===== config.mk =====
export PLATFORM = sky130hd
export DESIGN_NAME = response_encoder
export DESIGN_NICKNAME = d
export VERILOG_FILES = /design/src/rtl/analyzer_pkg.sv /design/src/rtl/response_encoder.sv
export SDC_FILE = /design/constraint.sdc
export NUM_CORES = 1
export LEC_CHECK = 0
export CELL_PAD_IN_SITES_DETAIL_PLACEMENT = 1
export CELL_PAD_IN_SITES_GLOBAL_PLACEMENT = 1
export CORE_UTILIZATION = 43
export CTS_CLUSTER_DIAMETER = 120
export DETAILED_ROUTE_END_ITERATION = 10
export PLACE_DENSITY = 0.92
export SLEW_MARGIN = 30
export SYNTH_ARGS = -nofsm -noshare
export SYNTH_HDL_FRONTEND = slang
export SYNTH_SLANG_ARGS = --single-unit

===== constraint.sdc =====
create_clock -name clock -period 2.8 [get_ports clock]
set_clock_uncertainty 0.05 [all_clocks]
set_input_delay 0.56 -clock clock [delete_from_list [all_inputs] [get_ports clock]]
set_output_delay 0.56 -clock clock [all_outputs]
set_load 0.02 [all_outputs]

===== src/rtl/analyzer_pkg.sv =====
// rtl/analyzer_pkg.sv - shared types and constants for the analyzer response path
package analyzer_pkg;

  typedef enum logic [1:0] {
    IDLE,
    SEND,
    SEND_CSUM
  } encoder_states;

  localparam int OPCODE_WIDTH           = 8;
  localparam int PAYLOAD_WIDTH          = 32;
  localparam int FRAME_WIDTH            = OPCODE_WIDTH + PAYLOAD_WIDTH;
  localparam int DEFAULT_NUM_DATA_BYTES = 4;
  localparam int FRAME_SLOTS            = DEFAULT_NUM_DATA_BYTES + 1;

  // Byte slots in a frame (opcode plus payload), excluding any checksum byte.
  function automatic int frame_slots(input int num_data_bytes);
    return num_data_bytes + 1;
  endfunction

endpackage


===== src/rtl/response_encoder.sv =====
// rtl/response_encoder.sv - serializes {opcode, payload} into a byte stream
// Optional trailing XOR checksum byte: define RESPONSE_CHECKSUM_EN.
module response_encoder
  import analyzer_pkg::*;
#(
  parameter int NUM_DATA_BYTES = 4
) (
  input  logic                     clock,
  input  logic                     reset_n,
  input  logic                     rsp_valid,
  input  logic [OPCODE_WIDTH-1:0]  rsp_opcode,
  input  logic [PAYLOAD_WIDTH-1:0] rsp_data,
  output logic                     rsp_ready,
  output logic                     rsp_done,
  output logic [7:0]               byte_out,
  output logic                     byte_out_valid,
  input  logic                     byte_out_ready
);

  localparam logic [2:0] FRAME_COUNT = 3'(frame_slots(NUM_DATA_BYTES));

  encoder_states          state, state_d;
  logic [FRAME_WIDTH-1:0] shift_q, shift_d;
  logic [2:0]             cnt_q, cnt_d;
  logic                   transfer;
  logic                   ready_d, done_d, valid_d;
  logic [7:0]             byte_d;
`ifdef RESPONSE_CHECKSUM_EN
  logic [7:0]             csum_q, csum_d;
`endif

  assign transfer = byte_out_valid && byte_out_ready;

  // Every output is a flop loaded from the next-state values, so no input reaches an output combinationally.
  always_ff @(posedge clock or negedge reset_n) begin
    if (!reset_n) begin
      state          <= IDLE;
      shift_q        <= '0;
      cnt_q          <= '0;
      rsp_ready      <= 1'b1;
      rsp_done       <= 1'b0;
      byte_out       <= 8'h00;
      byte_out_valid <= 1'b0;
`ifdef RESPONSE_CHECKSUM_EN
      csum_q         <= 8'h00;
`endif
    end else begin
      state          <= state_d;
      shift_q        <= shift_d;
      cnt_q          <= cnt_d;
      rsp_ready      <= ready_d;
      rsp_done       <= done_d;
      byte_out       <= byte_d;
      byte_out_valid <= valid_d;
`ifdef RESPONSE_CHECKSUM_EN
      csum_q         <= csum_d;
`endif
    end
  end

  always_comb begin
    state_d = state;
    shift_d = shift_q;
    cnt_d   = cnt_q;
`ifdef RESPONSE_CHECKSUM_EN
    csum_d  = csum_q;
`endif
    case (state)
      IDLE: begin
        if (rsp_valid && rsp_ready) begin
          shift_d = {rsp_opcode, rsp_data};
          cnt_d   = FRAME_COUNT;
`ifdef RESPONSE_CHECKSUM_EN
          csum_d  = 8'h00;
`endif
          state_d = SEND;
        end
      end
      SEND: begin
        if (transfer) begin
          shift_d = shift_q << 8;
          cnt_d   = cnt_q - 3'd1;
`ifdef RESPONSE_CHECKSUM_EN
          csum_d  = csum_q ^ shift_q[FRAME_WIDTH-1 -: 8];
          if (cnt_q == 3'd1) state_d = SEND_CSUM;
`else
          if (cnt_q == 3'd1) state_d = IDLE;
`endif
        end
      end
`ifdef RESPONSE_CHECKSUM_EN
      SEND_CSUM: begin
        if (transfer) state_d = IDLE;
      end
`endif
      default: state_d = IDLE;
    endcase
  end

  always_comb begin
    ready_d = (state_d == IDLE);
    valid_d = (state_d != IDLE);
    done_d  = (state != IDLE) && (state_d == IDLE);
    byte_d  = 8'h00;
    case (state_d)
      SEND:      byte_d = shift_d[FRAME_WIDTH-1 -: 8];
`ifdef RESPONSE_CHECKSUM_EN
      SEND_CSUM: byte_d = csum_d;
`endif
      default:   byte_d = 8'h00;
    endcase
  end

endmodule


==> results of run 1 <==
-- cells in the final DEF (no fill, tap or decap), types with 2 or more instances in the layout --
cell,count
and4b_1,3
a221o_1,10
a21oi_1,5
clkdlybuf4s50_1,53
dfrtp_1,55
and2_1,5
clkbuf_8,6
nand3_1,3
buf_4,5
nand4_1,2
nand2_1,6
inv_1,3
a22o_1,32
o21bai_1,2
nor2_1,2
a21o_1,24
nand4b_1,2
a41oi_2,2
inv_2,2
a21boi_0,2
ha_1,2
-- metal layers --
metal | wire length, um | vias to the layer above | global-route usage, %
li1 | - | 826 | -
met1 | 2452 | 895 | 27.31
met2 | 2680 | 53 | 31.95
met3 | 249 | 7 | 4.118
met4 | 88 | 0 | 8.868
met5 | 0 | - | 0
-- final cells by class --
cell class	count	area, um2	share of cell area [%]
Inverter	5	18.77	0.6002
Multi-Input combinational cell	116	920.9	29.45
Clock buffer	6	82.58	2.641
Tap cell	72	90.09	2.881
Clock inverter	2	38.79	1.240
Sequential cell	56	1403	44.86
Timing Repair Buffer	59	573.1	18.33
-- cells by family (layout without fill, tap and decap cells) --
family          after synthesis  in the layout
compound gates               83             83
flops                        56             56
simple gates                 30             30
buf+inv                      19             72
fa+ha+maj                     2              2
other cells                   1              1
-- state kept, by name (all words and copies together) (netlist names) --
name,cells
shift_q,40
rsp_done,1
byte_out_valid,1
cnt_q,3
state,2
rsp_ready,1
byte_out,8
-- cell usage after synthesis (3+ instances only) --
library cell	n	share of area, %
a21o_1	24	7.4
a21oi_1	5	1.0
a221o_1	10	4.1
a22o_1	32	11
and2_1	5	1.3
and4b_1	3	1.2
buf_2	9	1.8
buf_6	5	2.3
dfrtp_1	55	56
inv_1	3	0.46
nand2_1	6	0.92
nand3_1	3	0.61
-- through the flow --
stage / cells / utilization [%]
floorplan: 191 / -
global placement: 308 / 54.58
detailed placement: 308 / 54.58
CTS: 316 / 56.78
global route: 316 / 56.78
finish: 316 / 56.78
-- power breakdown --
group | leakage [nW] | switching [mW] | internal [mW]
Sequential | 0.694 | 0.149 | 1.03
Combinational | 0.744 | 0.210 | 0.281
Clock | 0.0614 | 0.261 | 0.293
Total | 1.50 | 0.619 | 1.60
-- worst paths after layout --
kind | end | start
hold reg to reg | shift_q[24]$_DFFE_PN0P_ | shift_q[24]$_DFFE_PN0P_
min in group clock | shift_q[24]$_DFFE_PN0P_ | shift_q[24]$_DFFE_PN0P_
setup reg to reg | shift_q[0]$_DFFE_PN0P_ | state[1]$_DFF_PN0_
setup / recovery | shift_q[0]$_DFFE_PN0P_ | rsp_valid
hold / removal | shift_q[6]$_DFFE_PN0P_ | reset_n
max in group asynchronous | rsp_ready$_DFF_PN1_ | reset_n
-- critical path: stages --
cell	delay, ps
clkdlybuf4s50_1	500
and4bb_4	260
nor2_2	640
buf_4	370
a22o_1	170
==> flow_metrics.tcl, run 1 <==
set metrics [dict create \
    place_area_um2 3005 \
    n_fill_cell 578 \
    cts_resized 0 \
    rrSetupSlack_ps 670 \
    synth-compound-area-share_pct 28.57 \
    hold_violations 0 \
    gp_congestion 0.7667 \
    finalCritPeriodShare_pct 82.34 \
    nets 289 \
    synth_cell_type_count 35 \
    power_mw 2.223 \
    post-route-min-period_ps 2305 \
    synth-xor-area-share_pct 0 \
    wl_per_cell_um 17.31 \
    cts.sinks 56 \
    finalSetupTns_ps 0 \
    slew_viol_final 0 \
    drv_cap 0 \
    initial_core_util_pct 44.38 \
    viasPerCell 5.636 \
    top_level_ports 55 \
    hold_ws_ps 191.4 \
    place_ws_ps 193.8 \
    postCtsHoldBufs 0 \
    synth_fa_ha_area_share_pct 1.024 \
    clockRootBuffer "clkbuf_8" \
    grt_pass1_wl_um 9390 \
    layout-drive-gt1-share_pct 9.016 \
    leakagePower_nw 1.500 \
    powerDensity_nw_per_um2 711.0 \
    diodes 0 \
    h-tree-depth 2 \
    port_buffers 54 \
    synth_area_per_cell_um2 12.79 \
    die_w_um 77.39 \
    clk_pin_slew_ps 100 \
    criticalPathCategory "in2reg" \
    worst-path-max-fanout 20 \
    core_area_um2 5507 \
    rr_worst_depth 4 \
    worst_pin_slew_ps 817.4 \
    rsz0062_at_grt "no" \
    grt_max_degree 40 \
    critPathRequiredTime_ps 3000 \
    hpwlAfterDp_um 3787 \
    die_area_um2 5988 \
    grt-ovfl-total 0 \
    clock_path_buffers 2 \
    antenna_found_initial 0 \
    synth_warnings 0 \
    area_growth_pct 27.96 \
    rows 27 \
    ys_async_sr_fraction_pct 100.0 \
    vias 1781 \
    ir_drop_mv 0.4163 \
    synth_edf_count 0 \
    grt_pass1_vias 1879 \
    synth.net_count 237 \
    critPathCaptureType "flip-flop" \
    cts_setup_buffers 0 \
    synth-simple-area-share_pct 7.937 \
    fmax_mhz 433.8 \
    status "completed" \
    synth_seq_area_share_pct 57.40 \
    grtUsageTotal_pct 20.34 \
    insertion_delay_ps 320 \
    syn_inst 191 \
    worst_slack_ps 494.5 \
    dr.pass1.iters 4 \
    finish.instance_area_um2 3127 \
    synth_top_family_by_area "compound AO/OA/AOI/OAI gates" \
    drc_errors 0 \
    drt_iter0_markers 122 \
    setup_viol 0 \
    cp.arrival_ps 2500 \
    cts_made_buffers 5 \
    ant_nets 0 \
    cp-start-kind "primary input" \
    cts_tree "yes" \
    syn_area_um2 2444 \
    wirelength_um 5470 \
    relSlewSlack_pct 45.44 \
    hold_class "in2async" \
    synth_ff_type "dfrtp_1" \
    die_h_um 77.39 \
    ys_seq_elements 56 \
    synthMuxAreaShare_pct 0 \
]
Power figures use the tool's default switching activity.
==> run 2, diff against run 1 <==
--- a/config.mk
+++ b/config.mk
@@ -7,10 +7,10 @@
 export LEC_CHECK = 0
 export CELL_PAD_IN_SITES_DETAIL_PLACEMENT = 1
 export CELL_PAD_IN_SITES_GLOBAL_PLACEMENT = 1
-export CORE_UTILIZATION = 43
+export CORE_UTILIZATION = 36
 export CTS_CLUSTER_DIAMETER = 120
 export DETAILED_ROUTE_END_ITERATION = 10
-export PLACE_DENSITY = 0.92
+export PLACE_DENSITY = 0.83
 export SLEW_MARGIN = 30
 export SYNTH_ARGS = -nofsm -noshare
 export SYNTH_HDL_FRONTEND = slang
==> constraint.sdc (replaced) <==
create_clock -name clock -period 2.1 [get_ports clock]
set_clock_uncertainty 0.05 [all_clocks]
set_input_delay 0.42 -clock clock [delete_from_list [all_inputs] [get_ports clock]]
set_output_delay 0.42 -clock clock [all_outputs]
set_load 0.02 [all_outputs]
==> run 2 against run 1 <==
  * The run now ends with DRC left
  * Register-to-register slack worse by 340 ps
  * Via count is 0.17% lower
  * Total power grew 28%
  * Sequential cell count unchanged
  * Count of clock-buffer cells in the layout rose by 1
==> flow_metrics.tcl, run 2 (same netlist as run 1, synthesis figures left out) <==
set metrics [dict create \
    status "complete, but fails checks" \
    violations "DRC" \
    slew_viol_final 0 \
    crit_chain "clkdlybuf4s50_1" \
    port_buffers 54 \
    wl_per_cell_um 16.21 \
    top_level_ports 55 \
    diodes 0 \
    place_area_um2 3082 \
    die_w_um 84.39 \
    cp.arrival_ps 1500 \
    relSlewSlack_pct 51.75 \
    worst_slack_ps 125.6 \
    reg2reg_to "shift_q[0]$_DFFE_PN0P_" \
    drc_errors 4 \
    cp_slowest_cell "clkdlybuf4s50_1" \
    core_area_um2 6459 \
    critPathCaptureType "primary output" \
    power.share.sequential_pct 54.9 \
    leakagePower_nw 1.527 \
    ant_nets 0 \
    switching_share_pct 28.42 \
    nets 296 \
    clock_path_buffers 2 \
    regMostFlops "shift_q" \
    powerDensity_nw_per_um2 892.7 \
    whs_path_depth 1 \
    area_growth_pct 30.36 \
    dr.pass1.iters 7 \
    post-route-min-period_ps 1974 \
    rsz0062_at_grt "no" \
    rrSetupSlack_ps 330 \
    fmax_mhz 506.5 \
    drt_iter0_markers 85 \
    hp-start "shift_q[26]$_DFFE_PN0P_" \
    viasPerCell 5.421 \
    hold_class "reg2reg" \
    insertion_delay_ps 300 \
    cts_tree "yes" \
    setup_viol 0 \
    clk_pin_slew_ps 100 \
    reg_top3 "shift_q (40), byte_out (8), cnt_q (3)" \
    grt_pass1_vias 1888 \
    cts.sinks 56 \
    rr_worst_depth 4 \
    layout-drive-gt1-share_pct 10.76 \
    grt_max_degree 40 \
    p_sw_mw 0.8084 \
    internal_power_mw 2.035 \
    r2r-start "byte_out_valid$_DFF_PN0_" \
    slowest_delay_ps 620 \
    comb_power_share_pct 23.8 \
    hpwlAfterDp_um 3700 \
    crit_buf_inv 1 \
    die_h_um 84.39 \
    hold_violations 0 \
    gp_congestion 0.7305 \
    finish.instance_area_um2 3186 \
    dp.cells 319 \
    criticalPathCategory "reg2out" \
    clockRootBuffer "clkbuf_8" \
    cp-start-kind "flip-flop" \
    postCtsHoldBufs 1 \
    finalSetupTns_ps 0 \
    critPathRequiredTime_ps 1630 \
    grtUsageTotal_pct 16.01 \
    cts_setup_buffers 0 \
    crit_family "buffers and inverters" \
    worst_pin_slew_ps 723.0 \
    grt-ovfl-total 0 \
    mostFrequentLayoutCells "dfrtp_1, clkdlybuf4s50_1, a22o_1" \
    finalCritPeriodShare_pct 94.02 \
    ir_drop_mv 0.4418 \
    cts_resized 0 \
    cts_made_buffers 5 \
    largest_reg_flops 40 \
    wirelength_um 5316 \
    power_mw 2.844 \
    layout_commonest_cell "dfrtp_1" \
    place_ws_ps -70.92 \
    layout.cells.non_filler 328 \
    vias 1778 \
    initial_core_util_pct 37.83 \
    grt_pass1_wl_um 9114 \
    drv_cap 0 \
    die_area_um2 7121 \
    rows 29 \
    h-tree-depth 2 \
    antenna_found_initial 0 \
    worst-path-max-fanout 7 \
    hold_end "shift_q[26]$_DFFE_PN0P_" \
    clkPwrFrac_pct 21.3 \
]
==> run 2: cell count changes in the layout (fill, tap and decap cells not counted) <==
cell,delta
dlygate4sd3_1,+1
buf_4,+4
clkinv_4,-1
bufinv_16,-1
clkbuf_1,+1
buf_12,+2
clkinvlp_4,+1
==> run 2: final cells by class <==
cell class,instances,area [um2]
timing repair buffer,66,653.1
inverter,5,18.77
fill,683,3273
clock inverter,1,7.507
multi-input combinational,116,920.9
tap,77,96.34
clock buffer,7,86.33
sequential,56,1403
==> run 2: how the worst max path moves through the flow <==
stage                   startpoint                      end  slack [ps]  cells past startpoint
2_1_floorplan  rsp_ready$_DFF_PN1_  shift_q[14]$_DFFE_PN0P_         590                      5
3_3_place_gp             rsp_valid   shift_q[6]$_DFFE_PN0P_         -60                      5
3_5_place_dp             rsp_valid   shift_q[7]$_DFFE_PN0P_         -70                      5
4_1_cts        rsp_ready$_DFF_PN1_                rsp_ready         110                      1
6_report       rsp_ready$_DFF_PN1_                rsp_ready         130                      1
5_1_grt        rsp_ready$_DFF_PN1_                rsp_ready          80                      1
==> run 2: power by group through the flow <==
stage	Sequential (mW)	Combinational (mW)	Clock (mW)
2_1_floorplan	1.56	0.402	0
3_3_place_gp	1.56	0.649	0
3_5_place_dp	1.58	0.684	0
4_1_cts	1.56	0.685	0.620
5_1_grt	1.60	0.741	0.662
6_report	1.56	0.675	0.606
==> run 2: layer usage <==
| metal | global-route usage [%] | share of wire (%) |
|---|---|---|
| met4 | 5.085 | 0.83 |
| met1 | 22.04 | 47 |
| met5 | 0 | 0 |
| met3 | 3.835 | 4.7 |
| met2 | 25.19 | 47 |
==> run 2: through the flow <==
| step | util [%] | hold slack [ps] |
|---|---|---|
| final | 49.32 | 435.0 |
| after global routing | 49.32 | 460.2 |
| after CTS | 49.32 | 439.5 |
| after detailed placement | 47.71 | 337.8 |
| after global placement | 47.71 | 341.8 |
| after floorplan | - | 74.41 |
